<file path="src/rtl/front_panel_pkg.sv">
// Shared event types and the CPU-facing event_data packing for the front-panel encoder block.
package front_panel_pkg;

    typedef enum logic [1:0] {
        EV_CW      = 2'b00,
        EV_CCW     = 2'b01,
        EV_PRESS   = 2'b10,
        EV_RELEASE = 2'b11
    } ev_type_e;

    typedef struct packed {
        logic [2:0] channel;
        ev_type_e   kind;
    } event_t;

    function automatic logic [7:0] pack_event(event_t ev);
        return {3'b000, ev.kind, ev.channel};
    endfunction

endpackage

</file>
<file path="src/rtl/enc_channel.sv">
// One encoder channel: synchronise and debounce A/B/switch, quadrature-decode into
// detent steps, track the wrapping position and flag switch edges.
module enc_channel
    import front_panel_pkg::*;
#(
    parameter int unsigned DEBOUNCE_CYCLES  = 1000,
    parameter int unsigned STEPS_PER_DETENT = 4,
    parameter int unsigned COUNT_W          = 8
) (
    input  logic               clk,
    input  logic               reset_n,
    input  logic               raw_a,
    input  logic               raw_b,
    input  logic               raw_sw,
    input  logic               count_clear,
    output logic               step,
    output logic               step_ccw,
    output logic               sw_press,
    output logic               sw_release,
    output logic [COUNT_W-1:0] pos_count
);

    localparam int unsigned      CNT_W   = $clog2(DEBOUNCE_CYCLES);
    localparam logic [CNT_W-1:0] CNT_MAX = CNT_W'(DEBOUNCE_CYCLES - 1);
    localparam logic signed [3:0] DET     = 4'(STEPS_PER_DETENT);
    localparam logic signed [3:0] DET_NEG = -DET;

    logic [2:0]       raw, sync1, sync2, deb;
    logic [CNT_W-1:0] cnt [3];
    logic [1:0]       quad;
    logic             sw_q;
    logic signed [3:0] acc, acc_inc;
    logic [1:0]       idx_old, idx_new, delta;
    logic             fwd, rev;

    assign raw = {raw_sw, raw_b, raw_a};

    // Debounced bit adopts sync2 once it has differed from it for DEBOUNCE_CYCLES stable cycles.
    always_ff @(posedge clk or negedge reset_n) begin
        if (!reset_n) begin
            sync1 <= '0;
            sync2 <= '0;
            deb   <= '0;
            for (int unsigned i = 0; i < 3; i++) cnt[i] <= '0;
        end else begin
            sync1 <= raw;
            sync2 <= sync1;
            for (int unsigned i = 0; i < 3; i++) begin
                if (sync2[i] == deb[i]) begin
                    cnt[i] <= '0;
                end else if (cnt[i] == CNT_MAX) begin
                    deb[i] <= sync2[i];
                    cnt[i] <= '0;
                end else if (sync1[i] != sync2[i]) begin
                    cnt[i] <= '0;
                end else begin
                    cnt[i] <= cnt[i] + 1'b1;
                end
            end
        end
    end

    // Gray position index: 00->0, 01->1, 11->2, 10->3; a delta of 2 is an invalid jump.
    always_comb begin
        idx_old  = {quad[1], quad[1] ^ quad[0]};
        idx_new  = {deb[1], deb[1] ^ deb[0]};
        delta    = idx_new - idx_old;
        fwd      = (delta == 2'd1);
        rev      = (delta == 2'd3);
        acc_inc  = acc;
        if (fwd) acc_inc = acc + 4'sd1;
        if (rev) acc_inc = acc - 4'sd1;
        step     = (fwd && acc_inc == DET) || (rev && acc_inc == DET_NEG);
        step_ccw = rev && acc_inc == DET_NEG;
        sw_press   = deb[2] & ~sw_q;
        sw_release = ~deb[2] & sw_q;
    end

    always_ff @(posedge clk or negedge reset_n) begin
        if (!reset_n) begin
            quad      <= '0;
            sw_q      <= 1'b0;
            acc       <= '0;
            pos_count <= '0;
        end else begin
            quad <= deb[1:0];
            sw_q <= deb[2];
            acc  <= step ? 4'sd0 : acc_inc;
            if (count_clear) begin
                pos_count <= '0;
            end else if (step) begin
                if (step_ccw) pos_count <= pos_count - 1'b1;
                else          pos_count <= pos_count + 1'b1;
            end
        end
    end

endmodule

</file>
<file path="src/rtl/front_panel_encoders.sv">
// Multi-channel encoder front panel: per-channel pending flags, fixed-priority arbiter
// and a first-word-fall-through event FIFO drained by the CPU.
module front_panel_encoders
    import front_panel_pkg::*;
#(
    parameter int unsigned NUM_ENC          = 4,
    parameter int unsigned DEBOUNCE_CYCLES  = 1000,
    parameter int unsigned STEPS_PER_DETENT = 4,
    parameter int unsigned FIFO_DEPTH       = 8,
    parameter int unsigned COUNT_W          = 8
) (
    input  logic                       clk,
    input  logic                       reset_n,
    input  logic [NUM_ENC-1:0]         encoder_A,
    input  logic [NUM_ENC-1:0]         encoder_B,
    input  logic [NUM_ENC-1:0]         encoder_sw,
    input  logic [NUM_ENC-1:0]         count_clear,
    input  logic                       event_rd_stb,
    input  logic                       overflow_clr,
    output logic                       event_valid,
    output logic [7:0]                 event_data,
    output logic                       overflow,
    output logic [NUM_ENC*COUNT_W-1:0] pos_count
);

    localparam int unsigned PTR_W = $clog2(FIFO_DEPTH);

    logic [NUM_ENC-1:0] step, step_ccw, sw_press, sw_release, sw_new;
    logic [NUM_ENC-1:0] rot_pend, rot_ccw, sw_pend, sw_rel;
    logic [NUM_ENC-1:0] grant_sw, grant_rot;
    logic               found, push, pop, empty, full, drop;
    event_t             head_in;
    event_t             mem [FIFO_DEPTH];
    logic [PTR_W:0]     wr_ptr, rd_ptr;

    for (genvar g = 0; g < NUM_ENC; g++) begin : g_ch
        enc_channel #(
            .DEBOUNCE_CYCLES (DEBOUNCE_CYCLES),
            .STEPS_PER_DETENT(STEPS_PER_DETENT),
            .COUNT_W         (COUNT_W)
        ) u_ch (
            .clk        (clk),
            .reset_n    (reset_n),
            .raw_a      (encoder_A[g]),
            .raw_b      (encoder_B[g]),
            .raw_sw     (encoder_sw[g]),
            .count_clear(count_clear[g]),
            .step       (step[g]),
            .step_ccw   (step_ccw[g]),
            .sw_press   (sw_press[g]),
            .sw_release (sw_release[g]),
            .pos_count  (pos_count[g*COUNT_W +: COUNT_W])
        );
    end

    assign sw_new = sw_press | sw_release;
    assign drop   = |(sw_new & sw_pend) | |(step & rot_pend);

    assign empty = (wr_ptr == rd_ptr);
    assign full  = (wr_ptr[PTR_W] != rd_ptr[PTR_W]) && (wr_ptr[PTR_W-1:0] == rd_ptr[PTR_W-1:0]);
    assign pop   = event_rd_stb && !empty;

    always_comb begin
        found     = 1'b0;
        grant_sw  = '0;
        grant_rot = '0;
        head_in   = '{channel: 3'd0, kind: EV_CW};
        for (int unsigned i = 0; i < NUM_ENC; i++) begin
            if (!found && sw_pend[i]) begin
                found       = 1'b1;
                grant_sw[i] = 1'b1;
                head_in     = '{channel: 3'(i), kind: (sw_rel[i] ? EV_RELEASE : EV_PRESS)};
            end else if (!found && rot_pend[i]) begin
                found        = 1'b1;
                grant_rot[i] = 1'b1;
                head_in      = '{channel: 3'(i), kind: (rot_ccw[i] ? EV_CCW : EV_CW)};
            end
        end
        // A simultaneous pop frees the slot, so a full FIFO can still accept this cycle.
        push = found && (!full || pop);
    end

    always_ff @(posedge clk or negedge reset_n) begin
        if (!reset_n) begin
            rot_pend <= '0;
            rot_ccw  <= '0;
            sw_pend  <= '0;
            sw_rel   <= '0;
            wr_ptr   <= '0;
            rd_ptr   <= '0;
            overflow <= 1'b0;
        end else begin
            for (int unsigned i = 0; i < NUM_ENC; i++) begin
                if (push && grant_sw[i]) begin
                    sw_pend[i] <= 1'b0;
                end else if (sw_new[i] && !sw_pend[i]) begin
                    sw_pend[i] <= 1'b1;
                    sw_rel[i]  <= sw_release[i];
                end
                if (push && grant_rot[i]) begin
                    rot_pend[i] <= 1'b0;
                end else if (step[i] && !rot_pend[i]) begin
                    rot_pend[i] <= 1'b1;
                    rot_ccw[i]  <= step_ccw[i];
                end
            end
            if (push) wr_ptr <= wr_ptr + 1'b1;
            if (pop)  rd_ptr <= rd_ptr + 1'b1;
            if (drop)              overflow <= 1'b1;
            else if (overflow_clr) overflow <= 1'b0;
        end
    end

    always_ff @(posedge clk) begin
        if (push) mem[wr_ptr[PTR_W-1:0]] <= head_in;
    end

    always_comb begin
        event_valid = !empty;
        event_data  = empty ? 8'h00 : pack_event(mem[rd_ptr[PTR_W-1:0]]);
    end

endmodule

</file>
<file path="config.mk">
export PLATFORM = sky130hd
export DESIGN_NAME = front_panel_encoders
export DESIGN_NICKNAME = d
export VERILOG_FILES = /design/src/rtl/front_panel_pkg.sv /design/src/rtl/enc_channel.sv /design/src/rtl/front_panel_encoders.sv
export SDC_FILE = /design/constraint.sdc
export NUM_CORES = 1
export LEC_CHECK = 0
export CORE_MARGIN = 4
export CORE_UTILIZATION = 30
export CTS_CLUSTER_DIAMETER = 30
export DETAILED_ROUTE_END_ITERATION = 10
export PLACE_DENSITY = 0.43
export SLEW_MARGIN = 30
export SYNTH_ARGS = -nofsm -noshare
export SYNTH_HDL_FRONTEND = slang
export SYNTH_HIERARCHICAL = 1
export SYNTH_SLANG_ARGS = --single-unit
</file>
<file path="constraint.sdc">
create_clock -name clk -period 4.4 [get_ports clk]
set_input_delay 0.44 -clock clk [delete_from_list [all_inputs] [get_ports clk]]
set_output_delay 0.44 -clock clk [all_outputs]
set_load 0.05 [all_outputs]
</file>
==> results.json <==
{
  "path_class": "register to register",
  "core-area_um2": 44500,
  "die_w_um": 221,
  "multi_input_area_um2": 6240,
  "hold_path_class": "primary input to register",
  "clockBufferDepth": 3,
  "ys_seq_elements": 273,
  "root_buffer": "clkbuf_16",
  "power.switching_mw": 2.10,
  "power_density_nw_per_um2": 525,
  "grt_util_met2": 0.188,
  "synth_warnings": 6,
  "leakagePower_nw": 7.53,
  "p_sw_frac": 0.227,
  "grt_max_degree": 98,
  "ys_seq_area_frac": 0.515,
  "dr.pass1.iters": 6,
  "synth_flop_cell": "dfrtp_1",
  "grt_pass1_wl_um": 48300,
  "numCtsBuffers": 82,
  "viasPerCell": 4.55,
  "drtIter0Drc": 504,
  "cts_setup_buffers": 0,
  "ff_latch_area_um2": 6990,
  "synth_cells": 1297,
  "rsz0062_at_grt": "false",
  "drive_gt1_frac": 0.144,
  "antenna_found_initial": 0,
  "tns_ns": 0,
  "netlist_area_um2": 13600,
  "antennaDiodeCount": 0,
  "cp-end-kind": "register",
  "fin_nets": 1477,
  "io_buffers": 57,
  "crit_arrival_ns": 4.53,
  "synthTopCellsByCount": "dfrtp_1, nor2_1, xnor2_1",
  "finalClockSkew_ns": 0.0165,
  "die-area_um2": 48700,
  "period_minus_slack_ns": 4.04,
  "vias": 9382,
  "ant_nets": 0,
  "slew_headroom": 0.389,
  "worst_pin_slew_ns": 0.909,
  "status": "finished clean",
  "cp-start-kind": "register",
  "p_int_mw": 7.18,
  "overflow": 0,
  "yosysUniqueCellTypes": 71,
  "p_seq_frac": 0.291,
  "io_pins": 62,
  "insertion_delay_ns": 0.58,
  "ys_async_sr_fraction": 0.883,
  "finalMaxSlewViolations": 0,
  "gp_congestion": 0.755,
  "wirelength_um": 28000,
  "clkTransAtPathRegs_ns": 0.04,
  "num_rows": 77,
  "initial_core_util": 0.305,
  "setup_viol": 0,
  "grt_usage": 0.121,
  "drv_cap": 0,
  "dp.final_hpwl_um": 18600,
  "finalCritPeriodShare": 0.919,
  "fmax_mhz": 247,
  "combinationalPowerShare": 0.058,
  "grtUsageMet3": 0.0364,
  "hold_viol_final": 0,
  "grt_pass1_vias": 9712,
  "clock_power_share": 0.651,
  "areaGrowthSynthToFinish_pct": 30.1,
  "cts_tree": "built",
  "gr-usage-met1": 0.159,
  "die_h_um": 221,
  "critical_path_peak_fanout": 12,
  "utilization": 0.397,
  "htree_levels": 3,
  "synth_top_area_frac": 0.444,
  "wl_per_cell_um": 13.6,
  "worstPathRequired_ns": 4.89,
  "drc": 0,
  "synth_area_leader_cell": "dfrtp_1",
  "synth.area.top_cells": "dfrtp_1, edfxtp_1, xnor2_1, nor2_1, ha_1",
  "cts_sinks": 273,
  "peakVddDrop_mv": 0.396,
  "top_usage_layer": "met2",
  "n_fill_cell": 4337,
  "synth_edf_count": 32,
  "syn_area_per_cell_um2": 10.5,
  "synth.most_common_cell": "dfrtp_1"
}
==> metal layers <==
layer | up-vias | share of wire
li1 | 4702 | -
met1 | 4470 | 0.47
met2 | 143 | 0.45
met3 | 67 | 0.042
met4 | 0 | 0.032
met5 | - | 0
==> worst paths after layout <==
path                                                 start                                    end  slack (ns)  cells past startpoint
min in group asynchronous                          reset_n         g_ch[0].u_ch/cnt[17]$_DFF_PN0_        0.50                      2
max in group asynchronous                          reset_n        g_ch[0].u_ch/deb[2]$_DFFE_PN0P_        2.99                      3
setup / recovery           g_ch[2].u_ch/deb[1]$_DFFE_PN0P_  g_ch[2].u_ch/pos_count[7]$_DFFE_PN0P_        0.36                     14
hold reg to reg            g_ch[2].u_ch/sync1[2]$_DFF_PN0_        g_ch[2].u_ch/sync2[2]$_DFF_PN0_        0.39                      0
setup reg to reg           g_ch[2].u_ch/deb[1]$_DFFE_PN0P_  g_ch[2].u_ch/pos_count[7]$_DFFE_PN0P_        0.36                     14
hold / removal                                encoder_A[3]        g_ch[3].u_ch/sync1[0]$_DFF_PN0_        0.31                      1
==> flip-flops by register name, indices dropped and copies added, names as in the netlist <==
signal	cells
g_ch.u_ch/acc	16
g_ch.u_ch/cnt	120
g_ch.u_ch/deb	12
g_ch.u_ch/pos_count	32
g_ch.u_ch/quad	8
g_ch.u_ch/sw_q	4
g_ch.u_ch/sync1	12
g_ch.u_ch/sync2	12
mem	32
overflow	1
rd_ptr	4
rot_ccw	4
rot_pend	4
sw_pend	4
sw_rel	4
wr_ptr	4
==> power groups by stage <==
stage / sequential, mW / clock [mW] / combinational, mW
3_5_place_dp: 2.74 / 0 / 0.556
4_1_cts: 2.71 / 6.21 / 0.558
5_1_grt: 2.71 / 6.38 / 0.596
3_3_place_gp: 2.74 / 0 / 0.553
6_report: 2.70 / 6.04 / 0.542
2_1_floorplan: 2.66 / 0 / 0.436
==> worst max-delay path, cell delays in order (launching register included) <==
cell	delay (ns)
dfrtp_1	0.43
xnor2_1	0.17
ha_1	0.17
xnor3_2	0.32
mux2i_2	0.19
and4b_1	0.19
nor2_1	0.49
nor2_1	0.32
ha_1	0.37
a211oi_1	0.28
o21ai_0	0.15
a31oi_1	0.22
xnor2_1	0.11
or4_1	0.40
a21oi_1	0.15
==> kinds of logic (layout without fill, tap and decap cells) <==
kind of cell / Yosys count / in the layout / synth area share
AND/OR/NAND/NOR: 516 / 516 / 0.182
flip-flops: 273 / 273 / 0.515
AO/OA/AOI/OAI: 167 / 167 / 0.0735
other: 1 / 4 / 0.000276
XOR/XNOR: 163 / 163 / 0.111
multiplexers: 40 / 40 / 0.0396
buffers and inverters: 83 / 253 / 0.0273
adder cells (fa/ha/maj): 54 / 54 / 0.0520
==> per-stage QoR <==
stage	hold slack [ns]	power, mW	cell area, µm²	setup slack, ns	instances
after global routing	0.267	9.69	17700	0.0300	2062
final	0.309	9.28	17700	0.357	2062
after global placement	0.388	3.29	14800	0.449	1910
after detailed placement	0.386	3.30	14800	0.325	1910
after floorplan	0.144	3.10	13600	0.780	1300
after CTS	0.267	9.48	17700	0.326	2062
==> what timing repair did <==
action                     CTS  global route
hold buffers                 1             0
setup endpoints to repair    0             1
resized for setup            0             1
hold endpoints to repair    95             0
==> cell usage in the layout, fill, tap and decap left out, types with 6 or more instances in the layout <==
| master | Yosys | final |
|---|---|---|
| xnor2_1 | 97 | 97 |
| nand3_1 | 38 | 38 |
| and2_1 | 6 | 6 |
| clkbuf_1 | 25 | 9 |
| mux4_2 | 8 | 8 |
| a31oi_1 | 10 | 10 |
| o21ai_0 | 50 | 50 |
| clkbuf_8 | 0 | 13 |
| dfrtp_1 | 241 | 241 |
| nor2b_1 | 17 | 17 |
| a21o_1 | 8 | 8 |
| o21bai_1 | 7 | 7 |
| bufinv_16 | 0 | 11 |
| nor2_1 | 219 | 218 |
| nor4_1 | 10 | 10 |
| clkbuf_16 | 0 | 85 |
| or4_1 | 8 | 8 |
| nand2b_1 | 17 | 17 |
| nand2_1 | 89 | 89 |
| a21oi_1 | 56 | 56 |
| xor2_1 | 60 | 60 |
| or2_2 | 15 | 15 |
| nand4_1 | 25 | 25 |
| edfxtp_1 | 32 | 32 |
| mux2_2 | 16 | 16 |
| mux2i_1 | 11 | 11 |
| and3_1 | 14 | 14 |
| a211oi_1 | 10 | 10 |
| clkdlybuf4s50_1 | 0 | 56 |
| inv_1 | 36 | 36 |
| nor3_1 | 28 | 28 |
| clkinvlp_4 | 0 | 6 |
| ha_1 | 50 | 50 |
| clkinv_2 | 0 | 19 |
==> area by class of cell <==
cell class / count / share of cell area
Timing Repair Buffer: 64 / 0.0371
Multi-Input combinational cell: 944 / 0.353
Clock buffer: 107 / 0.132
Clock inverter: 44 / 0.0317
Sequential cell: 273 / 0.396
Inverter: 38 / 0.00821
Tap cell: 592 / 0.0419
No activity file was read; power rests on OpenSTA's default activity.
